[src/rtl/uart_pkg.sv]
// uart_pkg -- shared UART definitions, imported by the receiver and transmitter.
// Contents: receive FSM state encoding and the data-bits-per-frame constant.
package uart_pkg;

   localparam int UART_DATA_BITS = 8;

   typedef enum logic [2:0] {
      IDLE   = 3'd0,
      START  = 3'd1,
      DATA   = 3'd2,
      PARITY = 3'd3,
      STOP   = 3'd4
   } uart_rx_state_t;

endpackage

[src/rtl/uart_rx_fifo_if.sv]
// uart_rx_fifo_if -- consumer-side bundle of the UART receiver.
// Signals: rx_data/rx_valid (FIFO head), rx_pop (consume head),
//          frame_err/overrun (sticky flags), err_clr (clear flags),
//          parity_err (sticky, only with UART_RX_PARITY_EN defined).
// Modports: master = receiver side, slave = consumer side.
interface uart_rx_fifo_if;
   import uart_pkg::*;

   logic [UART_DATA_BITS-1:0] rx_data;
   logic                      rx_valid;
   logic                      rx_pop;
   logic                      frame_err;
   logic                      overrun;
   logic                      err_clr;
`ifdef UART_RX_PARITY_EN
   logic                      parity_err;
`endif

   modport master (
`ifdef UART_RX_PARITY_EN
      output parity_err,
`endif
      output rx_data, rx_valid, frame_err, overrun,
      input  rx_pop, err_clr
   );

   modport slave (
`ifdef UART_RX_PARITY_EN
      input  parity_err,
`endif
      input  rx_data, rx_valid, frame_err, overrun,
      output rx_pop, err_clr
   );

endinterface

[src/rtl/uart_rx_fifo_buf.sv]
// uart_rx_fifo_buf -- receive FIFO, power-of-two depth, head shown combinationally.
// Ports: clk, reset_n (async active-low), push/push_data (write), pop/pop_data
//        (read head), full, empty, count.
// A pop while empty is ignored. A push while full is only accepted when a
// pop happens in the same cycle; otherwise the new byte is dropped.
module uart_rx_fifo_buf #(
   parameter int DEPTH = 4,
   parameter int WIDTH = 8
) (
   input  logic                       clk,
   input  logic                       reset_n,
   input  logic                       push,
   input  logic [WIDTH-1:0]           push_data,
   input  logic                       pop,
   output logic [WIDTH-1:0]           pop_data,
   output logic                       full,
   output logic                       empty,
   output logic [$clog2(DEPTH):0]     count
);

   localparam int AW = $clog2(DEPTH);

   logic [WIDTH-1:0] mem [DEPTH];
   logic [AW-1:0]    wr_ptr;
   logic [AW-1:0]    rd_ptr;
   logic             push_ok;
   logic             pop_ok;

   assign full     = (count == (AW+1)'(DEPTH));
   assign empty    = (count == '0);
   assign pop_ok   = pop && !empty;
   assign push_ok  = push && (!full || pop_ok);
   assign pop_data = mem[rd_ptr];

   always_ff @(posedge clk or negedge reset_n) begin
      if (!reset_n) begin
         for (int i = 0; i < DEPTH; i++) begin
            mem[i] <= '0;
         end
         wr_ptr <= '0;
         rd_ptr <= '0;
         count  <= '0;
      end else begin
         if (push_ok) begin
            mem[wr_ptr] <= push_data;
            wr_ptr      <= wr_ptr + 1'b1;
         end
         if (pop_ok) begin
            rd_ptr <= rd_ptr + 1'b1;
         end
         if (push_ok && !pop_ok) begin
            count <= count + 1'b1;
         end else if (!push_ok && pop_ok) begin
            count <= count - 1'b1;
         end
      end
   end

endmodule

[src/rtl/uart_rx_fifo.sv]
// uart_rx_fifo -- UART receiver (8N1) feeding a small receive FIFO.
// Ports: clk (system clock), reset_n (async active-low), uart_rx (serial in,
//        idle high, asynchronous), rx_if (master modport: rx_data, rx_valid,
//        rx_pop, frame_err, overrun, err_clr, and parity_err when enabled).
// Build option: define UART_RX_PARITY_EN to receive 8E1 frames; a parity
// mismatch discards the byte and sets the sticky parity_err flag.
//
// state  | meaning
// IDLE   | line idle, waiting for the first synchronized low sample
// START  | down-count to mid start bit; high there means glitch, back to IDLE
// DATA   | sample 8 data bits LSB first, one every CLKS_PER_BIT clocks
// PARITY | sample even-parity bit (UART_RX_PARITY_EN only)
// STOP   | sample stop bit; after a low stop bit, hold until line is high
module uart_rx_fifo
   import uart_pkg::*;
#(
   parameter int CLKS_PER_BIT = 5000,
   parameter int FIFO_DEPTH   = 4
) (
   input  logic           clk,
   input  logic           reset_n,
   input  logic           uart_rx,
   uart_rx_fifo_if.master rx_if
);

   localparam int CNT_W = $clog2(CLKS_PER_BIT);
   localparam logic [CNT_W-1:0] CNT_HALF = CNT_W'(CLKS_PER_BIT/2 - 1);
   localparam logic [CNT_W-1:0] CNT_BIT  = CNT_W'(CLKS_PER_BIT - 1);

   localparam logic [2:0] ST_IDLE   = IDLE;
   localparam logic [2:0] ST_START  = START;
   localparam logic [2:0] ST_DATA   = DATA;
`ifdef UART_RX_PARITY_EN
   localparam logic [2:0] ST_PARITY = PARITY;
`endif
   localparam logic [2:0] ST_STOP   = STOP;

   logic [1:0]                sync;
   logic                      rx_s;
   logic [2:0]                state;
   logic [CNT_W-1:0]          cnt;
   logic                      cnt_done;
   logic [2:0]                bit_idx;
   logic [UART_DATA_BITS-1:0] shreg;
   logic                      hold;
   logic                      stop_smp;
   logic                      push;
   logic                      frame_set;
   logic                      pop_ok;
   logic                      overrun_set;
   logic                      fifo_full;
   logic                      fifo_empty;
   logic [$clog2(FIFO_DEPTH):0] fifo_count;
`ifdef UART_RX_PARITY_EN
   logic                      par_bad;
   logic                      parity_set;
`endif

   // Synchronizer flops reset high so the idle line is not seen as a start bit.
   always_ff @(posedge clk or negedge reset_n) begin
      if (!reset_n) begin
         sync <= 2'b11;
      end else begin
         sync <= {sync[0], uart_rx};
      end
   end

   assign rx_s     = sync[1];
   assign cnt_done = (cnt == '0);

   always_ff @(posedge clk or negedge reset_n) begin
      if (!reset_n) begin
         state   <= ST_IDLE;
         cnt     <= '0;
         bit_idx <= '0;
         shreg   <= '0;
         hold    <= 1'b0;
`ifdef UART_RX_PARITY_EN
         par_bad <= 1'b0;
`endif
      end else begin
         case (state)
            ST_IDLE: begin
               if (!rx_s) begin
                  state <= ST_START;
                  cnt   <= CNT_HALF;
               end
            end
            ST_START: begin
               if (!cnt_done) begin
                  cnt <= cnt - 1'b1;
               end else if (rx_s) begin
                  state <= ST_IDLE;
               end else begin
                  state   <= ST_DATA;
                  cnt     <= CNT_BIT;
                  bit_idx <= '0;
               end
            end
            ST_DATA: begin
               if (!cnt_done) begin
                  cnt <= cnt - 1'b1;
               end else begin
                  shreg <= {rx_s, shreg[UART_DATA_BITS-1:1]};
                  cnt   <= CNT_BIT;
                  if (bit_idx == 3'(UART_DATA_BITS - 1)) begin
`ifdef UART_RX_PARITY_EN
                     state <= ST_PARITY;
`else
                     state <= ST_STOP;
`endif
                  end else begin
                     bit_idx <= bit_idx + 1'b1;
                  end
               end
            end
`ifdef UART_RX_PARITY_EN
            ST_PARITY: begin
               if (!cnt_done) begin
                  cnt <= cnt - 1'b1;
               end else begin
                  par_bad <= parity_set;
                  state   <= ST_STOP;
                  cnt     <= CNT_BIT;
               end
            end
`endif
            ST_STOP: begin
               if (hold) begin
                  if (rx_s) begin
                     hold  <= 1'b0;
                     state <= ST_IDLE;
                  end
               end else if (!cnt_done) begin
                  cnt <= cnt - 1'b1;
               end else if (rx_s) begin
                  state <= ST_IDLE;
               end else begin
                  hold <= 1'b1;
               end
            end
            default: begin
               state <= ST_IDLE;
               cnt   <= '0;
               hold  <= 1'b0;
            end
         endcase
      end
   end

   // Push happens on the stop-sample cycle itself so the byte is visible
   // at the FIFO head on the very next clock.
   assign stop_smp  = (state == ST_STOP) && cnt_done && !hold;
   assign frame_set = stop_smp && !rx_s;
`ifdef UART_RX_PARITY_EN
   assign parity_set = (state == ST_PARITY) && cnt_done && (^{shreg, rx_s});
   assign push       = stop_smp && rx_s && !par_bad;
`else
   assign push       = stop_smp && rx_s;
`endif

   assign pop_ok      = rx_if.rx_pop && !fifo_empty;
   assign overrun_set = push && fifo_full && !pop_ok;

   uart_rx_fifo_buf #(
      .DEPTH (FIFO_DEPTH),
      .WIDTH (UART_DATA_BITS)
   ) u_buf (
      .clk       (clk),
      .reset_n   (reset_n),
      .push      (push),
      .push_data (shreg),
      .pop       (rx_if.rx_pop),
      .pop_data  (rx_if.rx_data),
      .full      (fifo_full),
      .empty     (fifo_empty),
      .count     (fifo_count)
   );

   assign rx_if.rx_valid = (fifo_count != '0);

   // A set in the same cycle as err_clr wins, so no event is lost.
   always_ff @(posedge clk or negedge reset_n) begin
      if (!reset_n) begin
         rx_if.frame_err  <= 1'b0;
         rx_if.overrun    <= 1'b0;
`ifdef UART_RX_PARITY_EN
         rx_if.parity_err <= 1'b0;
`endif
      end else begin
         rx_if.frame_err  <= frame_set   || (rx_if.frame_err  && !rx_if.err_clr);
         rx_if.overrun    <= overrun_set || (rx_if.overrun    && !rx_if.err_clr);
`ifdef UART_RX_PARITY_EN
         rx_if.parity_err <= parity_set  || (rx_if.parity_err && !rx_if.err_clr);
`endif
      end
   end

endmodule

[src/flat_wrapper.sv]
// flat-port wrapper written by rule: the top's interface ports become plain ports
module uart_rx_fifo_flat import uart_pkg::*;
#(
   parameter int CLKS_PER_BIT = 5000,
   parameter int FIFO_DEPTH   = 4
)
  (clk, reset_n, uart_rx, rx_if_rx_data, rx_if_rx_valid, rx_if_frame_err, rx_if_overrun, rx_if_rx_pop, rx_if_err_clr);
  uart_rx_fifo_if rx_if_i ();
  input  logic clk;
  input  logic reset_n;
  input  logic uart_rx;
  output wire logic [$bits(rx_if_i.rx_data)-1:0] rx_if_rx_data;
  output wire logic [$bits(rx_if_i.rx_valid)-1:0] rx_if_rx_valid;
  output wire logic [$bits(rx_if_i.frame_err)-1:0] rx_if_frame_err;
  output wire logic [$bits(rx_if_i.overrun)-1:0] rx_if_overrun;
  input wire logic [$bits(rx_if_i.rx_pop)-1:0] rx_if_rx_pop;
  input wire logic [$bits(rx_if_i.err_clr)-1:0] rx_if_err_clr;
  assign rx_if_rx_data = rx_if_i.rx_data;
  assign rx_if_rx_valid = rx_if_i.rx_valid;
  assign rx_if_frame_err = rx_if_i.frame_err;
  assign rx_if_overrun = rx_if_i.overrun;
  assign rx_if_i.rx_pop = rx_if_rx_pop;
  assign rx_if_i.err_clr = rx_if_err_clr;
  uart_rx_fifo #(.CLKS_PER_BIT(CLKS_PER_BIT), .FIFO_DEPTH(FIFO_DEPTH)) u_core (.clk(clk), .reset_n(reset_n), .uart_rx(uart_rx), .rx_if(rx_if_i));
endmodule
[config.mk]
export PLATFORM = sky130hd
export DESIGN_NAME = uart_rx_fifo_flat
export DESIGN_NICKNAME = d
export VERILOG_FILES = /design/src/rtl/uart_pkg.sv /design/src/rtl/uart_rx_fifo_if.sv /design/src/rtl/uart_rx_fifo_buf.sv /design/src/rtl/uart_rx_fifo.sv /design/src/flat_wrapper.sv
export SDC_FILE = /design/constraint.sdc
export NUM_CORES = 1
export LEC_CHECK = 0
export ABC_AREA = 1
export CAP_MARGIN = 20
export CORE_UTILIZATION = 50
export DETAILED_ROUTE_END_ITERATION = 7
export PLACE_DENSITY = 0.68
export SLEW_MARGIN = 20
export SYNTH_ARGS = -nofsm -noshare
export SYNTH_HDL_FRONTEND = slang
export SYNTH_HIERARCHICAL = 1
export SYNTH_SLANG_ARGS = --single-unit
[constraint.sdc]
create_clock -name clk -period 3.65 [get_ports clk]
set_input_delay 0.365 -clock clk [delete_from_list [all_inputs] [get_ports clk]]
set_output_delay 0.365 -clock clk [all_outputs]
set_load 0.03 [all_outputs]
==> key figures <==
Run status
  – Status: finished, final reports clean

Placement
  – I/O Buffers: 15
  – Inst Count DP: ~620
  – Hpwl dp: 6120 µm
  – Final Wtd Congestion: 0.882

Logic synthesis
  – Synthesis-stage register bit count: 71
  – EDFF count, synth: 0
  – Area of the mapped netlist: 3940 µm²
  – Syn Inst Count: 516
  – Simple-Gate Fraction of Synth Area: 35.0%
  – Netlist cell types: 31
  – Area share of xor/xnor cells in the synthesized design: 2.00%
  – Synth Area per Inst: 7.64 µm²
  – Synth Area in Compound Gates: 7.20%
  – Largest family of logic cells by synthesized area: simple AND/OR/NAND/NOR gates
  – Multiplexer share of the synthesized area: 0%
  – Post-synth ARST share: 100%
  – Syn Nets: 531
  – YS warnings: 6
  – Fraction of the mapped netlist area in adder cells: 3.36%
  – Post-synthesis sequential area ratio: 45.1%
  – Ys flop type: dfrtp_1

STA
  – Period utilization: just over 70%
  – Fmax: 378 MHz
  – Final hold violations: 0
  – Worst Max-Slew Pin Slew: about 0.58 ns
  – Unrepaired setup endpoints after global routing: false
  – Setup-failing EPs final: 0
  – Max-slew violation count: 0
  – Final Skew: around 0.014 ns
  – Fin Setup TNS: 0 ns
  – Normalized max-slew margin: 61.6%
  – Post-route minimum period: approximately 2.6 ns

Pwr
  – Psw: approximately 760 µW
  – Sw frac: 35.8%
  – Clock power frac: between 30% and 40%
  – Combinational Power Share: 27.4%
  – Cell leakage power: 0.00226 µW
  – Worst vdd ir: approximately 0.20 mV
  – Int Power: approximately 1400 µW
  – Power density cells: 492 nW/µm²
  – Sequential Power Share: 41.9%

Critical path
  – Crit path kind: reg2out
  – Crit path DAT: 2.28 ns
  – CP Data Required Time: 3.28 ns
  – Startpoint types: register
  – Crit end category: output port
  – Worst-path fanout max: 18

Clock network
  – Clock Pin Slew Worst Setup and Hold Paths: approximately 0.08 ns
  – Setup Fix Bufs, Post-CTS: 0
  – Clock Path Buffers: 2
  – H-tree Lvls: 3
  – CTS Buf Count: 9
  – Post_cts resized: 0
  – Clk sinks: 71
  – Worst-Skew Late Latency: around 0.36 ns
  – CTS Hold Bufs: 1
  – CTS tree: done
  – Clk root buf: clkbuf_8

Final layout
  – N_diodes: 0
  – Storage element area: 1780 µm²
  – Multi-input gate area: 1880 µm²
  – Area Overhead vs Synth: 9.96%
  – Total Nets Final: 543
  – Layout Cells excl Fill: 635
  – Share of cells above drive strength 1: 8.44%
  – Fillers: 758

Floorplan
  – Die width: 90.8 µm
  – Initial core utilization: 51.3%
  – Io pins: 16
  – DIE HEIGHT: 90.8 µm
  – Cell row count: 32
  – Area of the core: 7690 µm²
  – DIE AREA: between 8000 and 9000 µm²

Min path
  – Tightest Hold Check Type: reg2reg

Drt
  – 1st-pass router iterations: 4
  – DR vias: 3454
  – Drt drc: 0
  – Vias per cell: 5.44
  – Initial DRC Count: 238
  – WL per Instance: 14.0 µm
  – Final WL: 8870 µm
  – DRT antenna net count: 0

Global route
  – First-pass GRT wire length: 15400 µm
  – Vias in the first global route: 3280
  – GRT Total Usage: a little under a quarter
  – Initial antenna violation count: 0
  – GR Overflow Total: 0
  – Pin count of the biggest net entering global routing: 39

Job
  – Max_cap viols: 0
==> cell type report <==
type	instances	area share, %
Multi-Input combinational cell	383	43.3
Sequential cell	71	41.0
Timing Repair Buffer	20	4.27
Inverter	43	3.72
Tap cell	102	2.94
Clock buffer	9	2.86
Clock inverter	7	1.85
==> path summary, 6_finish.rpt <==
check | cells past startpoint | start | end | slack (ns)
max | 4 | u_core/u_buf/rd_ptr[0] | rx_if_rx_data[7] | 1.00
min | 0 | u_core/sync[0] | u_core/sync[1] | 0.36
max reg2reg | 14 | u_core/cnt[0] | u_core/u_buf/count[2] | 1.15
min reg2reg | 0 | u_core/sync[0] | u_core/sync[1] | 0.36
max in group asynchronous | 3 | reset_n | u_core/sync[1] | 2.31
min in group asynchronous | 2 | reset_n | u_core/u_buf/mem[11] | 0.47
==> critical path, cell delays in order, from the launching register on <==
cell,delay [ns]
dfrtp_1,0.60
inv_2,0.34
nor2_1,0.08
o22ai_1,0.21
clkdlybuf4s50_1,0.71
==> logic make-up after synthesis <==
family                   count (synthesis)
AO/OA/AOI/OAI                           52
XOR/XNOR                                 9
adder cells (fa/ha/maj)                 10
buffers and inverters                   62
flip-flops                              71
AND/OR/NAND/NOR                        312
==> state kept, by name, summed over array words and instances (netlist names) <==
signal                  count
u_core/u_buf/wr_ptr         2
u_core/u_buf/mem           32
u_core/rx_if.overrun        1
u_core/bit_idx              3
u_core/rx_if.frame_err      1
u_core/shreg                8
u_core/sync                 2
u_core/hold                 1
u_core/u_buf/count          3
u_core/cnt                 13
u_core/state                3
u_core/u_buf/rd_ptr         2
==> synth_stat cells (2+ instances only) <==
| cell | number | area share, % |
|---|---|---|
| buf_2 | 8 | 1.0 |
| buf_4 | 2 | 0.38 |
| buf_6 | 5 | 1.4 |
| clkbuf_1 | 4 | 0.38 |
| dfrtp_1 | 69 | 44 |
| dfstp_2 | 2 | 1.3 |
| ha_1 | 9 | 2.9 |
| inv_1 | 39 | 3.7 |
| inv_2 | 4 | 0.38 |
| nand2_1 | 181 | 17 |
| nand2_2 | 6 | 0.95 |
| nand3_1 | 28 | 3.6 |
| nand3_2 | 5 | 1.3 |
| nand4_1 | 35 | 5.6 |
| nor2_1 | 49 | 4.7 |
| nor2_2 | 3 | 0.48 |
| o211ai_1 | 2 | 0.38 |
| o21ai_0 | 30 | 3.8 |
| o21ai_1 | 7 | 0.89 |
| o21bai_1 | 2 | 0.38 |
| o22ai_1 | 9 | 1.4 |
| xnor2_1 | 4 | 0.89 |
| xor2_1 | 5 | 1.1 |
==> layout by cell type, fill, tap and decap left out, types with 2 or more instances in the layout <==
cell type        count
nand2_1            181
o21ai_0             30
inv_1               39
buf_4                4
nand4_1             35
nor2_1              48
xnor2_1              4
nand3_1             28
clkbuf_8             9
o22ai_1              9
clkinvlp_4           2
dfrtp_1             69
inv_2                4
ha_1                 9
dfstp_2              2
nor2_2               4
nand3_2              5
inv_6                2
o21bai_1             2
o211ai_1             2
o21ai_1              7
nand2_2              6
clkinv_4             2
xor2_1               5
clkdlybuf4s50_1     14
==> per-stage QoR <==
stage | utilization [%] | setup WS (ns) | hold WS [ns] | power (µW) | instance area, µm²
global placement | 53.6 | 1.22 | 0.326 | 1480 | 4120
detailed placement | 53.6 | 1.14 | 0.328 | 1490 | 4120
finish | 56.4 | 1.00 | 0.362 | 2130 | 4340
CTS | 56.4 | 0.986 | 0.368 | 2160 | 4340
floorplan | - | 1.13 | 0.0694 | 1310 | 3940
global route | 56.4 | 0.818 | 0.373 | 2250 | 4340
==> power groups by stage <==
| stage | clock [µW] | combinational [µW] | sequential (µW) |
|---|---|---|---|
| 6_report | 655 | 584 | 892 |
| 5_1_grt | 707 | 645 | 903 |
| 4_1_cts | 676 | 588 | 893 |
| 3_5_place_dp | 0 | 586 | 909 |
| 3_3_place_gp | 0 | 575 | 907 |
| 2_1_floorplan | 0 | 456 | 857 |
==> metal layers <==
metal / part of all wire, % / vias up / GRT usage, %
met1: 45 / 1664 / 29.6
met3: 4.0 / 10 / 4.55
met4: 1.6 / 0 / 8.60
met2: 50 / 74 / 39.9
li1: - / 1706 / -
met5: 0 / - / 0
No activity file was read; power rests on OpenSTA's default activity.
